File: src/rtl/uart_rx_param_if.sv
// Receive-side handshake bundle of uart_rx_param: word, flags, valid/ready and overrun pulse.
// The receiver drives through the master modport, the consumer through the slave modport.
interface uart_rx_param_if #(
    parameter int DATA_BITS = 8
);
    logic [DATA_BITS-1:0] rx_data;
    logic                 rx_valid;
    logic                 rx_ready;
    logic                 parity_err;
    logic                 frame_err;
    logic                 overrun;

    modport master (
        output rx_data,
        output rx_valid,
        output parity_err,
        output frame_err,
        output overrun,
        input  rx_ready
    );

    modport slave (
        input  rx_data,
        input  rx_valid,
        input  parity_err,
        input  frame_err,
        input  overrun,
        output rx_ready
    );
endinterface

File: src/rtl/uart_rx_param.sv
// Parameterised UART receiver: 5..8 data bits, optional even/odd parity, 1 or 2 stop bits,
// mid-bit sampling and a one-word valid/ready output holding register with overrun reporting.
module uart_rx_param #(
    parameter int CLK_FRE    = 50,
    parameter int BAUD_RATE  = 115200,
    parameter int DATA_BITS  = 8,
    parameter int PARITY_EN  = 0,
    parameter int PARITY_ODD = 0,
    parameter int STOP_BITS  = 1
) (
    input  logic             clk,
    input  logic             rst,
    input  logic             rx_pin,
    uart_rx_param_if.master  rx_if
);

    localparam int CYCLE = CLK_FRE * 1000000 / BAUD_RATE;
    localparam int CNT_W = ($clog2(CYCLE + 1) > 16) ? $clog2(CYCLE + 1) : 16;
    localparam int BIT_W = $clog2(DATA_BITS);

    localparam logic [CNT_W-1:0] SAMPLE_CNT = CNT_W'(CYCLE / 2 - 1);
    localparam logic [CNT_W-1:0] LAST_CNT   = CNT_W'(CYCLE - 1);
    localparam logic [CNT_W-1:0] CNT_ONE    = {{(CNT_W-1){1'b0}}, 1'b1};
    localparam logic [BIT_W-1:0] LAST_BIT   = BIT_W'(DATA_BITS - 1);
    localparam logic [BIT_W-1:0] BIT_ONE    = {{(BIT_W-1){1'b0}}, 1'b1};
    localparam logic             LAST_STOP  = (STOP_BITS == 2) ? 1'b1 : 1'b0;
    localparam logic             ODD_BIT    = (PARITY_ODD != 0) ? 1'b1 : 1'b0;
    localparam logic             HAS_PARITY = (PARITY_EN != 0) ? 1'b1 : 1'b0;

    localparam logic [2:0] IDLE   = 3'd0;
    localparam logic [2:0] START  = 3'd1;
    localparam logic [2:0] DATA   = 3'd2;
    localparam logic [2:0] PARITY = 3'd3;
    localparam logic [2:0] STOP   = 3'd4;

    // True when the received parity bit does not give the configured overall parity.
    function automatic logic parity_mismatch(input logic [DATA_BITS-1:0] data, input logic pbit);
        return ((^data) ^ pbit) != ODD_BIT;
    endfunction

    logic                 sync1_q, sync1_d;
    logic                 sync2_q, sync2_d;
    logic                 line_prev_q, line_prev_d;
    logic [2:0]           state_q, state_d;
    logic [CNT_W-1:0]     cnt_q, cnt_d;
    logic [BIT_W-1:0]     bit_cnt_q, bit_cnt_d;
    logic                 stop_cnt_q, stop_cnt_d;
    logic [DATA_BITS-1:0] shift_q, shift_d;
    logic                 perr_acc_q, perr_acc_d;
    logic                 ferr_acc_q, ferr_acc_d;
    logic [DATA_BITS-1:0] rx_data_q, rx_data_d;
    logic                 rx_valid_q, rx_valid_d;
    logic                 parity_err_q, parity_err_d;
    logic                 frame_err_q, frame_err_d;
    logic                 overrun_q, overrun_d;

    logic                 fall_s;
    logic                 at_sample_s;
    logic                 at_last_s;
    logic                 frame_done_s;

    assign fall_s      = line_prev_q & ~sync2_q;
    assign at_sample_s = (cnt_q == SAMPLE_CNT);
    assign at_last_s   = (cnt_q == LAST_CNT);

    // Frame sequencer: synchronizer, baud counter, bit counters and sample accumulation.
    always_comb begin
        sync1_d      = rx_pin;
        sync2_d      = sync1_q;
        line_prev_d  = sync2_q;
        state_d      = state_q;
        cnt_d        = cnt_q;
        bit_cnt_d    = bit_cnt_q;
        stop_cnt_d   = stop_cnt_q;
        shift_d      = shift_q;
        perr_acc_d   = perr_acc_q;
        ferr_acc_d   = ferr_acc_q;
        frame_done_s = 1'b0;
        case (state_q)
            IDLE: begin
                cnt_d      = '0;
                bit_cnt_d  = '0;
                stop_cnt_d = 1'b0;
                perr_acc_d = 1'b0;
                ferr_acc_d = 1'b0;
                if (fall_s) begin
                    state_d = START;
                end else begin
                    state_d = IDLE;
                end
            end
            START: begin
                // A line already back high at mid start bit is noise, not a frame.
                if (at_sample_s && sync2_q) begin
                    state_d = IDLE;
                    cnt_d   = '0;
                end else if (at_last_s) begin
                    state_d = DATA;
                    cnt_d   = '0;
                end else begin
                    cnt_d = cnt_q + CNT_ONE;
                end
            end
            DATA: begin
                // LSB arrives first, so shifting in from the top leaves bit 0 at the bottom.
                if (at_sample_s) begin
                    shift_d = {sync2_q, shift_q[DATA_BITS-1:1]};
                end else begin
                    shift_d = shift_q;
                end
                if (at_last_s) begin
                    cnt_d = '0;
                    if (bit_cnt_q == LAST_BIT) begin
                        bit_cnt_d  = '0;
                        stop_cnt_d = 1'b0;
                        state_d    = HAS_PARITY ? PARITY : STOP;
                    end else begin
                        bit_cnt_d = bit_cnt_q + BIT_ONE;
                    end
                end else begin
                    cnt_d = cnt_q + CNT_ONE;
                end
            end
            PARITY: begin
                if (at_sample_s) begin
                    perr_acc_d = parity_mismatch(shift_q, sync2_q);
                end else begin
                    perr_acc_d = perr_acc_q;
                end
                if (at_last_s) begin
                    cnt_d      = '0;
                    stop_cnt_d = 1'b0;
                    state_d    = STOP;
                end else begin
                    cnt_d = cnt_q + CNT_ONE;
                end
            end
            STOP: begin
                if (at_sample_s) begin
                    if (!sync2_q) begin
                        ferr_acc_d = 1'b1;
                    end else begin
                        ferr_acc_d = ferr_acc_q;
                    end
                    // Finish at mid last stop bit so a back-to-back start edge is not missed.
                    if (stop_cnt_q == LAST_STOP) begin
                        frame_done_s = 1'b1;
                        state_d      = IDLE;
                        cnt_d        = '0;
                    end else begin
                        cnt_d = cnt_q + CNT_ONE;
                    end
                end else if (at_last_s) begin
                    stop_cnt_d = ~stop_cnt_q;
                    cnt_d      = '0;
                end else begin
                    cnt_d = cnt_q + CNT_ONE;
                end
            end
            default: begin
                state_d = IDLE;
                cnt_d   = '0;
            end
        endcase
    end

    // Output holding register: load on completion unless a held word is still unaccepted.
    always_comb begin
        rx_data_d    = rx_data_q;
        parity_err_d = parity_err_q;
        frame_err_d  = frame_err_q;
        rx_valid_d   = rx_valid_q;
        overrun_d    = 1'b0;
        if (frame_done_s) begin
            if (!rx_valid_q || rx_if.rx_ready) begin
                rx_data_d    = shift_q;
                parity_err_d = perr_acc_q;
                frame_err_d  = ferr_acc_q | ~sync2_q;
                rx_valid_d   = 1'b1;
            end else begin
                overrun_d = 1'b1;
            end
        end else if (rx_valid_q && rx_if.rx_ready) begin
            rx_valid_d = 1'b0;
        end else begin
            rx_valid_d = rx_valid_q;
        end
    end

    // State and output registers with synchronous reset.
    always_ff @(posedge clk) begin
        if (rst) begin
            sync1_q      <= 1'b1;
            sync2_q      <= 1'b1;
            line_prev_q  <= 1'b1;
            state_q      <= IDLE;
            cnt_q        <= '0;
            bit_cnt_q    <= '0;
            stop_cnt_q   <= 1'b0;
            shift_q      <= '0;
            perr_acc_q   <= 1'b0;
            ferr_acc_q   <= 1'b0;
            rx_data_q    <= '0;
            rx_valid_q   <= 1'b0;
            parity_err_q <= 1'b0;
            frame_err_q  <= 1'b0;
            overrun_q    <= 1'b0;
        end else begin
            sync1_q      <= sync1_d;
            sync2_q      <= sync2_d;
            line_prev_q  <= line_prev_d;
            state_q      <= state_d;
            cnt_q        <= cnt_d;
            bit_cnt_q    <= bit_cnt_d;
            stop_cnt_q   <= stop_cnt_d;
            shift_q      <= shift_d;
            perr_acc_q   <= perr_acc_d;
            ferr_acc_q   <= ferr_acc_d;
            rx_data_q    <= rx_data_d;
            rx_valid_q   <= rx_valid_d;
            parity_err_q <= parity_err_d;
            frame_err_q  <= frame_err_d;
            overrun_q    <= overrun_d;
        end
    end

    assign rx_if.rx_data    = rx_data_q;
    assign rx_if.rx_valid   = rx_valid_q;
    assign rx_if.parity_err = parity_err_q;
    assign rx_if.frame_err  = frame_err_q;
    assign rx_if.overrun    = overrun_q;

endmodule

File: src/flat_wrapper.sv
// flat-port wrapper written by rule: the top's interface ports become plain ports
module uart_rx_param_flat 
#(
    parameter int CLK_FRE    = 50,
    parameter int BAUD_RATE  = 115200,
    parameter int DATA_BITS  = 8,
    parameter int PARITY_EN  = 0,
    parameter int PARITY_ODD = 0,
    parameter int STOP_BITS  = 1
)
  (clk, rst, rx_pin, rx_if_rx_data, rx_if_rx_valid, rx_if_parity_err, rx_if_frame_err, rx_if_overrun, rx_if_rx_ready);
  uart_rx_param_if #(.DATA_BITS(DATA_BITS)) rx_if_i ();
  input  logic clk;
  input  logic rst;
  input  logic rx_pin;
  output wire logic [$bits(rx_if_i.rx_data)-1:0] rx_if_rx_data;
  output wire logic [$bits(rx_if_i.rx_valid)-1:0] rx_if_rx_valid;
  output wire logic [$bits(rx_if_i.parity_err)-1:0] rx_if_parity_err;
  output wire logic [$bits(rx_if_i.frame_err)-1:0] rx_if_frame_err;
  output wire logic [$bits(rx_if_i.overrun)-1:0] rx_if_overrun;
  input wire logic [$bits(rx_if_i.rx_ready)-1:0] rx_if_rx_ready;
  assign rx_if_rx_data = rx_if_i.rx_data;
  assign rx_if_rx_valid = rx_if_i.rx_valid;
  assign rx_if_parity_err = rx_if_i.parity_err;
  assign rx_if_frame_err = rx_if_i.frame_err;
  assign rx_if_overrun = rx_if_i.overrun;
  assign rx_if_i.rx_ready = rx_if_rx_ready;
  uart_rx_param #(.CLK_FRE(CLK_FRE), .BAUD_RATE(BAUD_RATE), .DATA_BITS(DATA_BITS), .PARITY_EN(PARITY_EN), .PARITY_ODD(PARITY_ODD), .STOP_BITS(STOP_BITS)) u_core (.clk(clk), .rst(rst), .rx_pin(rx_pin), .rx_if(rx_if_i));
endmodule
File: config.mk
export PLATFORM = sky130hd
export DESIGN_NAME = uart_rx_param_flat
export DESIGN_NICKNAME = d
export VERILOG_FILES = /design/src/rtl/uart_rx_param_if.sv /design/src/rtl/uart_rx_param.sv /design/src/flat_wrapper.sv
export SDC_FILE = /design/constraint.sdc
export NUM_CORES = 1
export LEC_CHECK = 0
export BUFFER_PORTS_ARGS = -buffer_cell sky130_fd_sc_hd__buf_2
export CAP_MARGIN = 20
export CELL_PAD_IN_SITES_DETAIL_PLACEMENT = 1
export CELL_PAD_IN_SITES_GLOBAL_PLACEMENT = 1
export CORE_MARGIN = 3
export CORE_UTILIZATION = 40
export CTS_CLUSTER_DIAMETER = 80
export DETAILED_ROUTE_END_ITERATION = 16
export PLACE_DENSITY = 0.69
export SYNTH_ARGS = -nofsm -noshare
export SYNTH_HDL_FRONTEND = slang
export SYNTH_SLANG_ARGS = --single-unit
File: constraint.sdc
create_clock -name clk -period 3.54 [get_ports clk]
set_clock_uncertainty 0.1 [all_clocks]
set_input_delay 0.354 -clock clk [delete_from_list [all_inputs] [get_ports clk]]
set_output_delay 0.354 -clock clk [all_outputs]
set_load 0.02 [all_outputs]
# Yosys cells after proc, flatten, opt, wreduce, memory -nomap -nowiden
# Index checks and enable logic that the tools add are counted.
# op_classes
n_lt_le_gt_ge	0
n_shift	0
eq_ne	18
add_sub_neg	2
reduce_logical	21
mux	35
div_mod_pow	0
n_bitwise	6
mul	0
# ops
op	count
two-way mux 16 bit	4
one-hot mux 16 bit (3 select lines)	1
two-way mux 3 bit	9
adder 16 x 1 -> 16 bit (second input constant)	1
== test 16 x 8 -> 1 bit (second input constant)	1
== test 16 x 9 -> 1 bit (second input constant)	1
two-way mux 1 bit	16
one-hot mux 3 bit (5 select lines)	1
inequality test 2 x 1 -> 1 bit (second input constant)	6
AND reduction 6 bit	2
AND reduction 2 bit	5
inequality test 2 bit (second input constant)	4
nonzero test 2 bit	4
parity 8 bit	1
== test 3 x 2 -> 1 bit (second input constant)	2
== test 3 bit (second input constant)	2
one-hot mux 3 bit (2 select lines)	1
one-hot mux 1 bit (2 select lines)	2
one-hot mux 1 bit (4 select lines)	1
nonzero test 4 bit	1
OR reduction 2 bit	2
adder 3 x 1 -> 3 bit (second input constant)	1
== test 3 x 1 -> 1 bit (second input constant)	1
logical NOT 3 bit	1
9 further kinds	12
# totals
register_bits	48
out_inout_bits	12
wordCells	97
latch_bits	0
rom_bits	0
n_memories	0
ramBits	0
in_bits	4

# Longest topological paths before layout
# logic_depth
ltp_word	5
mapped_depth	9
ltp_nobuf	7

# Least setup slack after synthesis
# No wires, ideal clock.
# synth_timing
path_kind	flip-flop to flip-flop
from	register u_core.cnt_q[10]
to	register u_core.shift_q[4]
path_buffers	1
arrival_ps	2294
synth_period_minus_slack_ps	2521
path_stages_with_launch	7
slack_ps	1019
t_required_ps	3312
setup_time_ps	128
path_cell_list	dfxtp_1 -> or4b_4 -> or4_1 -> clkbuf_2 -> nor4_4 -> mux2i_1 -> nor2_1
# synth_between
elab_chain_cells	2
# synth_rtl
element	line	text
from (decl)	uart_rx_param.sv:45	logic [CNT_W-1:0] cnt_q, cnt_d;
from (signal assigned)	uart_rx_param.sv:213	cnt_q <= cnt_d;
== test 16 x 8 -> 1 bit	uart_rx_param.sv:63	assign at_sample_s = (cnt_q == SAMPLE_CNT);
AND reduction 2 bit (no line)	n/a	
to (signal assigned)	uart_rx_param.sv:216	shift_q <= shift_d;
to (decl)	uart_rx_param.sv:48	logic [DATA_BITS-1:0] shift_q, shift_d;
# Every way passes these cells.
# A chain may end at the register's enable or synchronous reset.

# Worst setup path after layout
# layout_timing
from	register u_core.cnt_q[9]
to	register u_core.shift_q[2]
# The elaborated chain is that of the path after synthesis.

==> impl_metrics.tcl <==
set metrics [dict create \
    cp_max_fo 8 \
    start_kind "register" \
    synthArstFlopShare 0 \
    seq_area_frac_synth 0.451 \
    timing.fmax_mhz 362 \
    sw_frac_of_total 0.200 \
    grt_util_met2 0.243 \
    placedInstanceArea_um2 2270 \
    io_pins 16 \
    ys_warn_count 0 \
    avgRoutedWirePerCell_um 14.2 \
    outcome "completed" \
    drive_above_1_share 0.141 \
    first_pass_iters 4 \
    critPathArrivalTime_ps 2840 \
    timing.slew.headroom 0.475 \
    antenna_found_initial 0 \
    pre_cts_slack_ps 780 \
    finalHoldViolCount 0 \
    synth_area_leaders "dfxtp_1 (45%), mux2i_1 (8.5%), nor2_1 (6.7%), xnor2_1 (3.7%), xor2_1 (3.3%)" \
    syn_area_per_cell_um2 9.11 \
    fp.dieArea_um2 6240 \
    cts-root-buf "clkbuf_8" \
    drt_iter0_markers 74 \
    synthTopCellsByCount "dfxtp_1 (48), nor2_1 (38), mux2i_1 (18), nand2_1 (11)" \
    fin_area_um2 2400 \
    yosysTopAreaCell "dfxtp_1" \
    post-synth-top-area-fraction 0.451 \
    final_nets 257 \
    fillers 603 \
    drc 0 \
    comb_power_share 0.019 \
    core_um2 4940 \
    die_y_um 79.0 \
    peakVddDrop_mv 0.233 \
    period_share 0.780 \
    ys.flop_type "dfxtp_1" \
    die_x_um 79.0 \
    synth.distinct_cells 40 \
    synth-edff-count 0 \
    grt_overflow 0 \
    place_hpwl_mm 3.22 \
    place_congestion 0.755 \
    finalSetupViolations 0 \
    clk_transition_reported_paths_ps 90 \
    tightestPinTransition_ps 780 \
    post_cts_buffers 0 \
    clock_sinks 48 \
    ctsResizeCount 0 \
    cp-end-kind "register" \
    grtUsageMet1 0.214 \
    p_switching_mw 0.199 \
    clkPwrFrac 0.434 \
    via_count 1632 \
    top_usage_layer "met2" \
    path_class "register to register" \
    setup_tns_ps 0 \
    pwr-share-seq 0.547 \
    met3_usage 0.0340 \
    ant_nets 0 \
    start_util 0.431 \
    r2r_cells 5 \
    grt_max_degree 34 \
    clk-insertion-delay-late_ps 300 \
    maxCapViolations 0 \
    post-route-min-period_ps 2760 \
    setup_ws_ps 778 \
    hold_buffers 0 \
    ys_seq_elements 48 \
    grt_use_total 0.157 \
    grt_pass1_vias 1625 \
    worstPathRequired_ps 3610 \
    area_delta_synth_final_pct 12.4 \
    p_int_mw 0.797 \
    hold_class "primary input to register" \
    wirelength_mm 4.50 \
    whs_path_depth 2 \
    drv_slew 0 \
    netlist_area_um2 2130 \
    synth.most_common_cell "dfxtp_1" \
    numCtsBuffers 5 \
    grt_pass1_wl_mm 7.88 \
    rsz0062_at_grt "false" \
    netlist_instances 234 \
    viasPerCell 5.16 \
    port_buffers 15 \
    clockBufferDepth 2 \
    syn_nets 243 \
    num_rows 25 \
    leakage_nw 0.838 \
    p_per_area_nw_per_um2 416 \
    insertedDiodeCount 0 \
    cts_tree "yes" \
    htreeDepth 2 \
]
-- per-stage QoR --
step | instances | hold slack [ps] | power, mW | utilization
2_1_floorplan | 234 | 289 | 0.570 | -
3_3_place_gp | 308 | 299 | 0.577 | 0.459
3_5_place_dp | 308 | 302 | 0.577 | 0.459
4_1_cts | 316 | 137 | 1.01 | 0.485
5_1_grt | 316 | 131 | 1.03 | 0.485
6_report | 316 | 140 | 0.996 | 0.485
-- cell type report --
type,instances,area (um2),area share
timing repair buffer,17,90.1,0.0376
tap,67,83.8,0.0350
clock inverter,1,30.0,0.0125
inverter,9,33.8,0.0141
multi-input combinational,167,1100,0.460
clock buffer,7,96.3,0.0402
sequential,48,961,0.401
-- per-layer routing --
metal | routed length (um) | share of wire
met5 | 0 | 0
met4 | 52 | 0.012
met3 | 144 | 0.032
met2 | 1960 | 0.44
met1 | 2340 | 0.52
-- worst max-delay path: stages, from the launching register on --
cell and delay (ps):
dfxtp_1 350, or4b_4 530, or4_1 640, nor4_4 700
mux2i_1 260, nor2_1 50
-- placed cells by master, fill, tap and decap left out, types with 2 or more instances in the layout --
master     n
dfxtp_1   48
nor2_1    38
mux2i_1   18
buf_2     15
nand2_1   11
nand3_1   10
inv_1      9
xnor2_1    9
nor3_1     9
a21oi_1    9
o21ai_0    8
xor2_1     8
or3_1      7
clkbuf_8   7
ha_1       5
nor4_1     3
or2_2      3
nand4_1    3
nand4b_1   2
and3_1     2
or4_1      2
nand2b_1   2
buf_4      2
-- power by group through the flow --
stage          Combinational [mW]  Sequential, mW  Clock [mW]
2_1_floorplan              0.0152           0.555           0
3_3_place_gp               0.0194           0.558           0
3_5_place_dp               0.0194           0.558           0
4_1_cts                    0.0195           0.545       0.443
5_1_grt                    0.0219           0.546       0.465
6_report                   0.0193           0.545       0.432
-- state kept, by name (all words and copies together) (netlist names), 3 cells and up --
register,flops
u_core.cnt_q,16
u_core.rx_if.rx_data,8
u_core.shift_q,8
u_core.bit_cnt_q,3
u_core.state_q,3
-- kinds of logic after synthesis --
family,Yosys count,synth area share
simple gates,100,0.244
flops,48,0.451
compound gates,25,0.0705
buf+inv,19,0.0346
mux,19,0.0898
xor+xnor,18,0.0804
fa+ha+maj,5,0.0294
-- final timing paths --
kind | start | end | slack, ps
max | u_core.cnt_q[9] | u_core.shift_q[2] | 780
min | rx_pin | u_core.sync1_q | 140
max reg2reg | u_core.cnt_q[9] | u_core.shift_q[2] | 780
min reg2reg | u_core.sync1_q | u_core.line_prev_d | 320
(Power assumes the default switching activity.)
